===== src/rtl/mem_stage_rsp_if.sv =====
// EX/MEM/WB/ID handshake, payload and data-memory response signals for mem_stage_rsp.
// es_load_op is one-hot: [0]lb [1]lh [2]lw [3]lbu [4]lhu [5]ld [6]lwu.
interface mem_stage_rsp_if #(
  parameter int DATA_W = 32,
  parameter int SB_W   = 64
);
  logic                            ws_allowin;
  logic                            ms_allowin;
  logic                            es_to_ms_valid;
  logic                            es_req_sent;
  logic                            es_ex;
  logic [6:0]                      es_load_op;
  logic                            es_res_from_mem;
  logic                            es_gr_we;
  logic [4:0]                      es_dest;
  logic [DATA_W-1:0]               es_alu_result;
  logic [31:0]                     es_pc;
  logic [SB_W-1:0]                 es_sb;
  logic                            data_sram_data_ok;
  logic [DATA_W-1:0]               data_sram_rdata;
  logic                            ms_flush_pipe;
  logic                            ms_to_ws_valid;
  logic [SB_W+1+1+5+DATA_W+32-1:0] ms_to_ws_bus;
  logic [DATA_W+8-1:0]             ms_fwd_bus;
  logic                            ms_ex;

  modport slave (
    input  ws_allowin, es_to_ms_valid, es_req_sent, es_ex, es_load_op,
           es_res_from_mem, es_gr_we, es_dest, es_alu_result, es_pc, es_sb,
           data_sram_data_ok, data_sram_rdata, ms_flush_pipe,
    output ms_allowin, ms_to_ws_valid, ms_to_ws_bus, ms_fwd_bus, ms_ex
  );

  modport master (
    output ws_allowin, es_to_ms_valid, es_req_sent, es_ex, es_load_op,
           es_res_from_mem, es_gr_we, es_dest, es_alu_result, es_pc, es_sb,
           data_sram_data_ok, data_sram_rdata, ms_flush_pipe,
    input  ms_allowin, ms_to_ws_valid, ms_to_ws_bus, ms_fwd_bus, ms_ex
  );
endinterface


===== src/rtl/mem_stage_rsp.sv =====
// MEM pipeline stage: waits on variable-latency load responses, buffers them under WB stall,
// drops responses owed to flushed loads, and aligns/extends load data for WB and ID forwarding.
module mem_stage_rsp #(
  parameter int DATA_W  = 32,
  parameter int SB_W    = 64,
  parameter int MAX_OUT = 2
) (
  input logic            clk,
  input logic            reset,
  mem_stage_rsp_if.slave ms
);
  localparam int OFF_W = $clog2(DATA_W / 8);
  localparam int CNT_W = $clog2(MAX_OUT + 1);

  function automatic logic [DATA_W-1:0] load_align(input logic [6:0]        op,
                                                   input logic [DATA_W-1:0] word,
                                                   input logic [OFF_W-1:0]  off);
    logic [DATA_W-1:0] b_sh, h_sh, w_sh;
    logic signed [7:0]  b;
    logic signed [15:0] h;
    logic signed [31:0] w;
    b_sh = word >> (8 * int'(off));
    h_sh = word >> (16 * (int'(off) >> 1));
    w_sh = word >> (32 * (int'(off) >> 2));
    b = b_sh[7:0];
    h = h_sh[15:0];
    w = w_sh[31:0];
    load_align = '0;
    if (op[0])      load_align = DATA_W'(b);
    else if (op[1]) load_align = DATA_W'(h);
    else if (op[2]) load_align = DATA_W'(w);
    else if (op[3]) load_align = DATA_W'(b_sh[7:0]);
    else if (op[4]) load_align = DATA_W'(h_sh[15:0]);
    else if (op[5]) load_align = (DATA_W == 64) ? word : '0;
    else if (op[6]) load_align = (DATA_W == 64) ? DATA_W'(w_sh[31:0]) : '0;
  endfunction

  logic              r_vld_p1, r_need_resp_p1, r_buf_valid;
  logic [CNT_W-1:0]  r_discard_cnt;
  logic              r_ex_p1, r_res_from_mem_p1, r_gr_we_p1;
  logic [6:0]        r_load_op_p1;
  logic [4:0]        r_dest_p1;
  logic [DATA_W-1:0] r_alu_result_p1, r_rdata_buf;
  logic [31:0]       r_pc_p1;
  logic [SB_W-1:0]   r_sb_p1;

  logic              w_dok_drop, w_rsp_hit, w_ready_go, w_allowin, w_capture, w_leave;
  logic              w_store_buf, w_flush_lost, w_flush_ex, w_ms_ex;
  logic [CNT_W:0]    w_cnt_nxt;
  logic [DATA_W-1:0] w_load_word, w_load_data, w_final_result;

  assign w_dok_drop  = ms.data_sram_data_ok & (r_discard_cnt != '0);
  assign w_rsp_hit   = ms.data_sram_data_ok & (r_discard_cnt == '0) & r_vld_p1 &
                       r_need_resp_p1 & ~r_buf_valid;
  assign w_ready_go  = ~r_need_resp_p1 | r_buf_valid | w_rsp_hit;
  assign w_allowin   = ~r_vld_p1 | (w_ready_go & ms.ws_allowin);
  assign w_capture   = w_allowin & ms.es_to_ms_valid & ~ms.ms_flush_pipe;
  assign w_leave     = r_vld_p1 & w_ready_go & ms.ws_allowin;
  assign w_store_buf = w_rsp_hit & ~(ms.ws_allowin & ~ms.ms_flush_pipe);

  // A flush orphans the waiting load's response and any request EX already issued.
  assign w_flush_lost = r_vld_p1 & r_need_resp_p1 & ~r_buf_valid & ~w_rsp_hit;
  assign w_flush_ex   = ms.es_to_ms_valid & ms.es_req_sent;

  always_comb begin
    w_cnt_nxt = {1'b0, r_discard_cnt};
    if (ms.ms_flush_pipe)
      w_cnt_nxt = w_cnt_nxt + (CNT_W+1)'(w_flush_lost) + (CNT_W+1)'(w_flush_ex);
    if (w_dok_drop)
      w_cnt_nxt = w_cnt_nxt - (CNT_W+1)'(1);
  end

  // EX -> MEM boundary: control state
  always_ff @(posedge clk) begin
    if (reset) begin
      r_vld_p1      <= 1'b0;
      r_buf_valid   <= 1'b0;
      r_discard_cnt <= '0;
    end else begin
      r_discard_cnt <= w_cnt_nxt[CNT_W-1:0];
      if (ms.ms_flush_pipe) begin
        r_vld_p1    <= 1'b0;
        r_buf_valid <= 1'b0;
      end else begin
        if (w_allowin)
          r_vld_p1 <= ms.es_to_ms_valid;
        if (w_leave)
          r_buf_valid <= 1'b0;
        else if (w_store_buf)
          r_buf_valid <= 1'b1;
      end
    end
  end

  // EX -> MEM boundary: payload
  always_ff @(posedge clk) begin
    if (w_capture) begin
      r_need_resp_p1    <= ms.es_req_sent & ~ms.es_ex;
      r_ex_p1           <= ms.es_ex;
      r_load_op_p1      <= ms.es_load_op;
      r_res_from_mem_p1 <= ms.es_res_from_mem;
      r_gr_we_p1        <= ms.es_gr_we;
      r_dest_p1         <= ms.es_dest;
      r_alu_result_p1   <= ms.es_alu_result;
      r_pc_p1           <= ms.es_pc;
      r_sb_p1           <= ms.es_sb;
    end
    if (w_store_buf)
      r_rdata_buf <= ms.data_sram_rdata;
  end

  assert property (@(posedge clk) disable iff (reset) w_cnt_nxt <= (CNT_W+1)'(MAX_OUT))
    else $error("discard counter exceeds MAX_OUT");

  // MEM -> WB/ID boundary
  assign w_load_word    = r_buf_valid ? r_rdata_buf : ms.data_sram_rdata;
  assign w_load_data    = load_align(r_load_op_p1, w_load_word, r_alu_result_p1[OFF_W-1:0]);
  assign w_final_result = r_res_from_mem_p1 ? w_load_data : r_alu_result_p1;
  assign w_ms_ex        = r_ex_p1 & r_vld_p1;

  assign ms.ms_allowin     = w_allowin;
  assign ms.ms_to_ws_valid = r_vld_p1 & w_ready_go & ~ms.ms_flush_pipe;
  assign ms.ms_ex          = w_ms_ex;
  assign ms.ms_to_ws_bus   = {w_ms_ex, r_sb_p1, r_gr_we_p1, r_dest_p1, w_final_result, r_pc_p1};
  assign ms.ms_fwd_bus     = {r_sb_p1[0] & r_vld_p1,
                              r_vld_p1 & r_gr_we_p1 & ~w_ready_go,
                              r_vld_p1 & r_gr_we_p1 & w_ready_go,
                              r_dest_p1, w_final_result};
endmodule


===== src/flat_wrapper.sv =====
// flat-port wrapper written by rule: the top's interface ports become plain ports
module mem_stage_rsp_flat 
#(
  parameter int DATA_W  = 32,
  parameter int SB_W    = 64,
  parameter int MAX_OUT = 2
)
  (clk, reset, ms_ws_allowin, ms_es_to_ms_valid, ms_es_req_sent, ms_es_ex, ms_es_load_op, ms_es_res_from_mem, ms_es_gr_we, ms_es_dest, ms_es_alu_result, ms_es_pc, ms_es_sb, ms_data_sram_data_ok, ms_data_sram_rdata, ms_ms_flush_pipe, ms_ms_allowin, ms_ms_to_ws_valid, ms_ms_to_ws_bus, ms_ms_fwd_bus, ms_ms_ex);
  mem_stage_rsp_if #(.DATA_W(DATA_W), .SB_W(SB_W)) ms_i ();
  input logic clk;
  input logic reset;
  input wire logic [$bits(ms_i.ws_allowin)-1:0] ms_ws_allowin;
  input wire logic [$bits(ms_i.es_to_ms_valid)-1:0] ms_es_to_ms_valid;
  input wire logic [$bits(ms_i.es_req_sent)-1:0] ms_es_req_sent;
  input wire logic [$bits(ms_i.es_ex)-1:0] ms_es_ex;
  input wire logic [$bits(ms_i.es_load_op)-1:0] ms_es_load_op;
  input wire logic [$bits(ms_i.es_res_from_mem)-1:0] ms_es_res_from_mem;
  input wire logic [$bits(ms_i.es_gr_we)-1:0] ms_es_gr_we;
  input wire logic [$bits(ms_i.es_dest)-1:0] ms_es_dest;
  input wire logic [$bits(ms_i.es_alu_result)-1:0] ms_es_alu_result;
  input wire logic [$bits(ms_i.es_pc)-1:0] ms_es_pc;
  input wire logic [$bits(ms_i.es_sb)-1:0] ms_es_sb;
  input wire logic [$bits(ms_i.data_sram_data_ok)-1:0] ms_data_sram_data_ok;
  input wire logic [$bits(ms_i.data_sram_rdata)-1:0] ms_data_sram_rdata;
  input wire logic [$bits(ms_i.ms_flush_pipe)-1:0] ms_ms_flush_pipe;
  output wire logic [$bits(ms_i.ms_allowin)-1:0] ms_ms_allowin;
  output wire logic [$bits(ms_i.ms_to_ws_valid)-1:0] ms_ms_to_ws_valid;
  output wire logic [$bits(ms_i.ms_to_ws_bus)-1:0] ms_ms_to_ws_bus;
  output wire logic [$bits(ms_i.ms_fwd_bus)-1:0] ms_ms_fwd_bus;
  output wire logic [$bits(ms_i.ms_ex)-1:0] ms_ms_ex;
  assign ms_i.ws_allowin = ms_ws_allowin;
  assign ms_i.es_to_ms_valid = ms_es_to_ms_valid;
  assign ms_i.es_req_sent = ms_es_req_sent;
  assign ms_i.es_ex = ms_es_ex;
  assign ms_i.es_load_op = ms_es_load_op;
  assign ms_i.es_res_from_mem = ms_es_res_from_mem;
  assign ms_i.es_gr_we = ms_es_gr_we;
  assign ms_i.es_dest = ms_es_dest;
  assign ms_i.es_alu_result = ms_es_alu_result;
  assign ms_i.es_pc = ms_es_pc;
  assign ms_i.es_sb = ms_es_sb;
  assign ms_i.data_sram_data_ok = ms_data_sram_data_ok;
  assign ms_i.data_sram_rdata = ms_data_sram_rdata;
  assign ms_i.ms_flush_pipe = ms_ms_flush_pipe;
  assign ms_ms_allowin = ms_i.ms_allowin;
  assign ms_ms_to_ws_valid = ms_i.ms_to_ws_valid;
  assign ms_ms_to_ws_bus = ms_i.ms_to_ws_bus;
  assign ms_ms_fwd_bus = ms_i.ms_fwd_bus;
  assign ms_ms_ex = ms_i.ms_ex;
  mem_stage_rsp #(.DATA_W(DATA_W), .SB_W(SB_W), .MAX_OUT(MAX_OUT)) u_core (.clk(clk), .reset(reset), .ms(ms_i));
endmodule

===== config.mk =====
export PLATFORM = sky130hd
export DESIGN_NAME = mem_stage_rsp_flat
export DESIGN_NICKNAME = d
export VERILOG_FILES = /design/src/rtl/mem_stage_rsp_if.sv /design/src/rtl/mem_stage_rsp.sv /design/src/flat_wrapper.sv
export SDC_FILE = /design/constraint.sdc
export NUM_CORES = 1
export LEC_CHECK = 0
export CAP_MARGIN = 10
export CORE_ASPECT_RATIO = 0.9
export CORE_MARGIN = 2
export CORE_UTILIZATION = 35
export CTS_CLUSTER_SIZE = 16
export DETAILED_ROUTE_END_ITERATION = 7
export GPL_ROUTABILITY_DRIVEN = 0
export PLACE_DENSITY = 0.72
export SETUP_SLACK_MARGIN = 0.4
export SYNTH_ARGS = -nofsm -noshare
export SYNTH_HDL_FRONTEND = slang
export SYNTH_SLANG_ARGS = --single-unit

===== constraint.sdc =====
create_clock -name clk -period 7.6 [get_ports clk]
set_input_delay 1.52 -clock clk [delete_from_list [all_inputs] [get_ports clk]]
set_output_delay 1.52 -clock clk [all_outputs]
set_load 0.01 [all_outputs]

==> impl_metrics.toml <==
[run_status]
status = "completed"

[yosys]
synth-edff-count = 174
syn_nets = 633
ys_top_cells_by_area = "edfxtp_1 71%, mux2i_1 4.1%, buf_4 4.0%"
synth_ff_type = "edfxtp_1"
synth_top_area_share_pct = 71.2
synth_cells = 450
netlist_area_um2 = 7340
async_flop_share_pct = 0
netlist.top_cell.by_area = "edfxtp_1"
avgSynthCellArea_um2 = 16.3
seq_area_frac_synth_pct = 72.3
ys_warn_count = 0
synth_cell_types = 47
yosys_register_bits = 178

[route]
wl_um = 21900
dr.pass1.iters = 4
drt_iter0_markers = 280
vias = 5078
drc_errors = 0
post_drt_via_cell_ratio = 4.73
wl_per_cell_um = 20.4
postRouteAntennaNets = 0

[global_route]
antenna_found_initial = 7
grt_pass1_vias = 5161
grt_max_degree = 120
grt-ovfl-total = 0
grt_usage_pct = 19.6
grt_pass1_wl_um = 31500

[worst_setup_path]
cp.arrival_ns = 3.85
path_class = "input port to primary output"
critPathLaunchType = "input port"
cp.required_ns = 6.08
cp_max_fo = 16
critPathCaptureType = "primary output"

[floorplanning]
fp.coreArea_um2 = 20700
die_area_um2 = 22100
num_io_pins = 360
die_h_um = 141
initial_utilization_pct = 35.4
rows = 50
die_w_um = 157

[clock_network]
cts_buffers = 17
clockRootBuffer = "clkbuf_16"
path_clk_slew_ns = 0.07
htreeDepth = 4
ctsResizeCount = 0
clock_latency_ns = 0.44
cts_tree = "done"
clockBufferDepth = 2
cts_setup_buffers = 0
cts.sinks = 178
hold_buffers = 0

[sta]
fin_skew_ns = 0.0200
finalSetupViolCount = 0
hold_viol = 0
worst_pin_slew_ns = 1.16
slew_headroom_pct = 22.2
rsz0062_at_grt = "false"
max_freq_mhz = 186
period_share_pct = 70.6
setup_slack_ns = 2.23
setup_tns_ns = 0
finalCriticalPeriod_ns = 5.37
maxSlewViolCount = 0

[cells_and_area]
layout_common_cells = "357 x clkdlybuf4s50_1, 174 x edfxtp_1, 33 x nor2_1, 30 x mux2i_1, 23 x a21oi_1"
drive_gt1_share_pct = 7.13
nets = 955
final_common_cell = "clkdlybuf4s50_1"
syn2layout_area_growth_pct = 57.3
fin_util_pct = 55.7

[placed_design]
dp_hpwl_um = 16500
portBuffers = 357
dp_slack_ns = 2.19

[power_and_ir_drop]
total_power_uw = 2340
leakage_uw = 0.00385
powerDensity_nw_per_um2 = 203
peakVddDrop_uv = 171

[run]
cap_violations = 0

[min_path]
hp-class = "register to register"
## power by group
| group | total [uW] | internal (uW) | switching (uW) |
|---|---|---|---|
| Sequential | 1130 | 1120 | 14.2 |
| Combinational | 330 | 199 | 131 |
| Clock | 877 | 444 | 433 |
| Total | 2340 | 1760 | 578 |
## per-stage QoR
step                      cell area, um2  instances  hold slack [ns]
after CTS                          11500       1071            0.547
after detailed placement           10900       1039            0.536
after global routing               11500       1071            0.566
final                              11500       1073            0.552
after global placement             10900       1039            0.523
after floorplan                     7340        450            0.483
## worst paths after layout
| kind | from | to | slack (ns) | cells after the start |
|---|---|---|---|---|
| min reg2reg | u_core.r_discard_cnt[1] | u_core.r_discard_cnt[1] | 0.55 | 2 |
| min | u_core.r_discard_cnt[1] | u_core.r_discard_cnt[1] | 0.55 | 2 |
| max | ms_data_sram_rdata[31] | ms_ms_fwd_bus[27] | 2.23 | 6 |
| max reg2reg | u_core.r_buf_valid | u_core.r_pc_p1[14] | 4.54 | 5 |
## cells in the mapped netlist (7+ instances only)
library cell / n
edfxtp_1: 174
buf_4: 39
nor2_1: 33
mux2i_1: 30
a21oi_1: 24
o22a_1: 16
o21ai_0: 12
clkbuf_1: 10
nand2_1: 10
nor2b_1: 8
buf_2: 7
mux4_2: 7
## flip-flops by register name, summed over array words and instances, names as in the netlist
signal                    flops
u_core.r_rdata_buf           32
u_core.r_buf_valid            1
u_core.r_need_resp_p1         1
u_core.r_discard_cnt          2
u_core.r_dest_p1              5
u_core.r_gr_we_p1             1
u_core.r_load_op_p1           5
u_core.r_sb_p1               64
u_core.r_alu_result_p1       32
u_core.r_pc_p1               32
u_core.r_ex_p1                1
u_core.r_vld_p1               1
u_core.r_res_from_mem_p1      1
## worst max-delay path, cell delays in order
cell and delay (ns):
clkdlybuf4s50_1 0.50, mux4_2 0.34, mux2i_4 0.11, o211ai_4 0.51, o22a_1 0.28, clkdlybuf4s50_1 0.58
## cell families (layout without fill, tap and decap cells)
kind of cell / Yosys count / count (layout) / synth area share [%]
fa+ha+maj: 1 / 1 / 0.273
simple gates: 83 / 83 / 5.93
flops: 178 / 178 / 72.3
mux: 45 / 45 / 8.44
compound gates: 78 / 78 / 7.33
buf+inv: 64 / 399 / 5.59
xor+xnor: 1 / 1 / 0.119
other cells: 0 / 2 / 0
## cell type report
class	instances	area, um2
sequential	178	5310
timing repair buffer	361	3620
tap	286	358
multi-input combinational	208	1640
inverter	6	22.5
antenna	2	5.00
fill	1688	9160
clock inverter	14	169
clock buffer	18	429
## layer usage
layer | vias to the layer above | share of wire, % | global-route usage, %
li1 | 2363 | - | -
met4 | 10 | 2.6 | 7.05
met2 | 249 | 51 | 33.5
met5 | - | 0.27 | 0
met3 | 41 | 10 | 8.70
met1 | 2415 | 36 | 21.8
No activity file was read; power rests on OpenSTA's default activity.
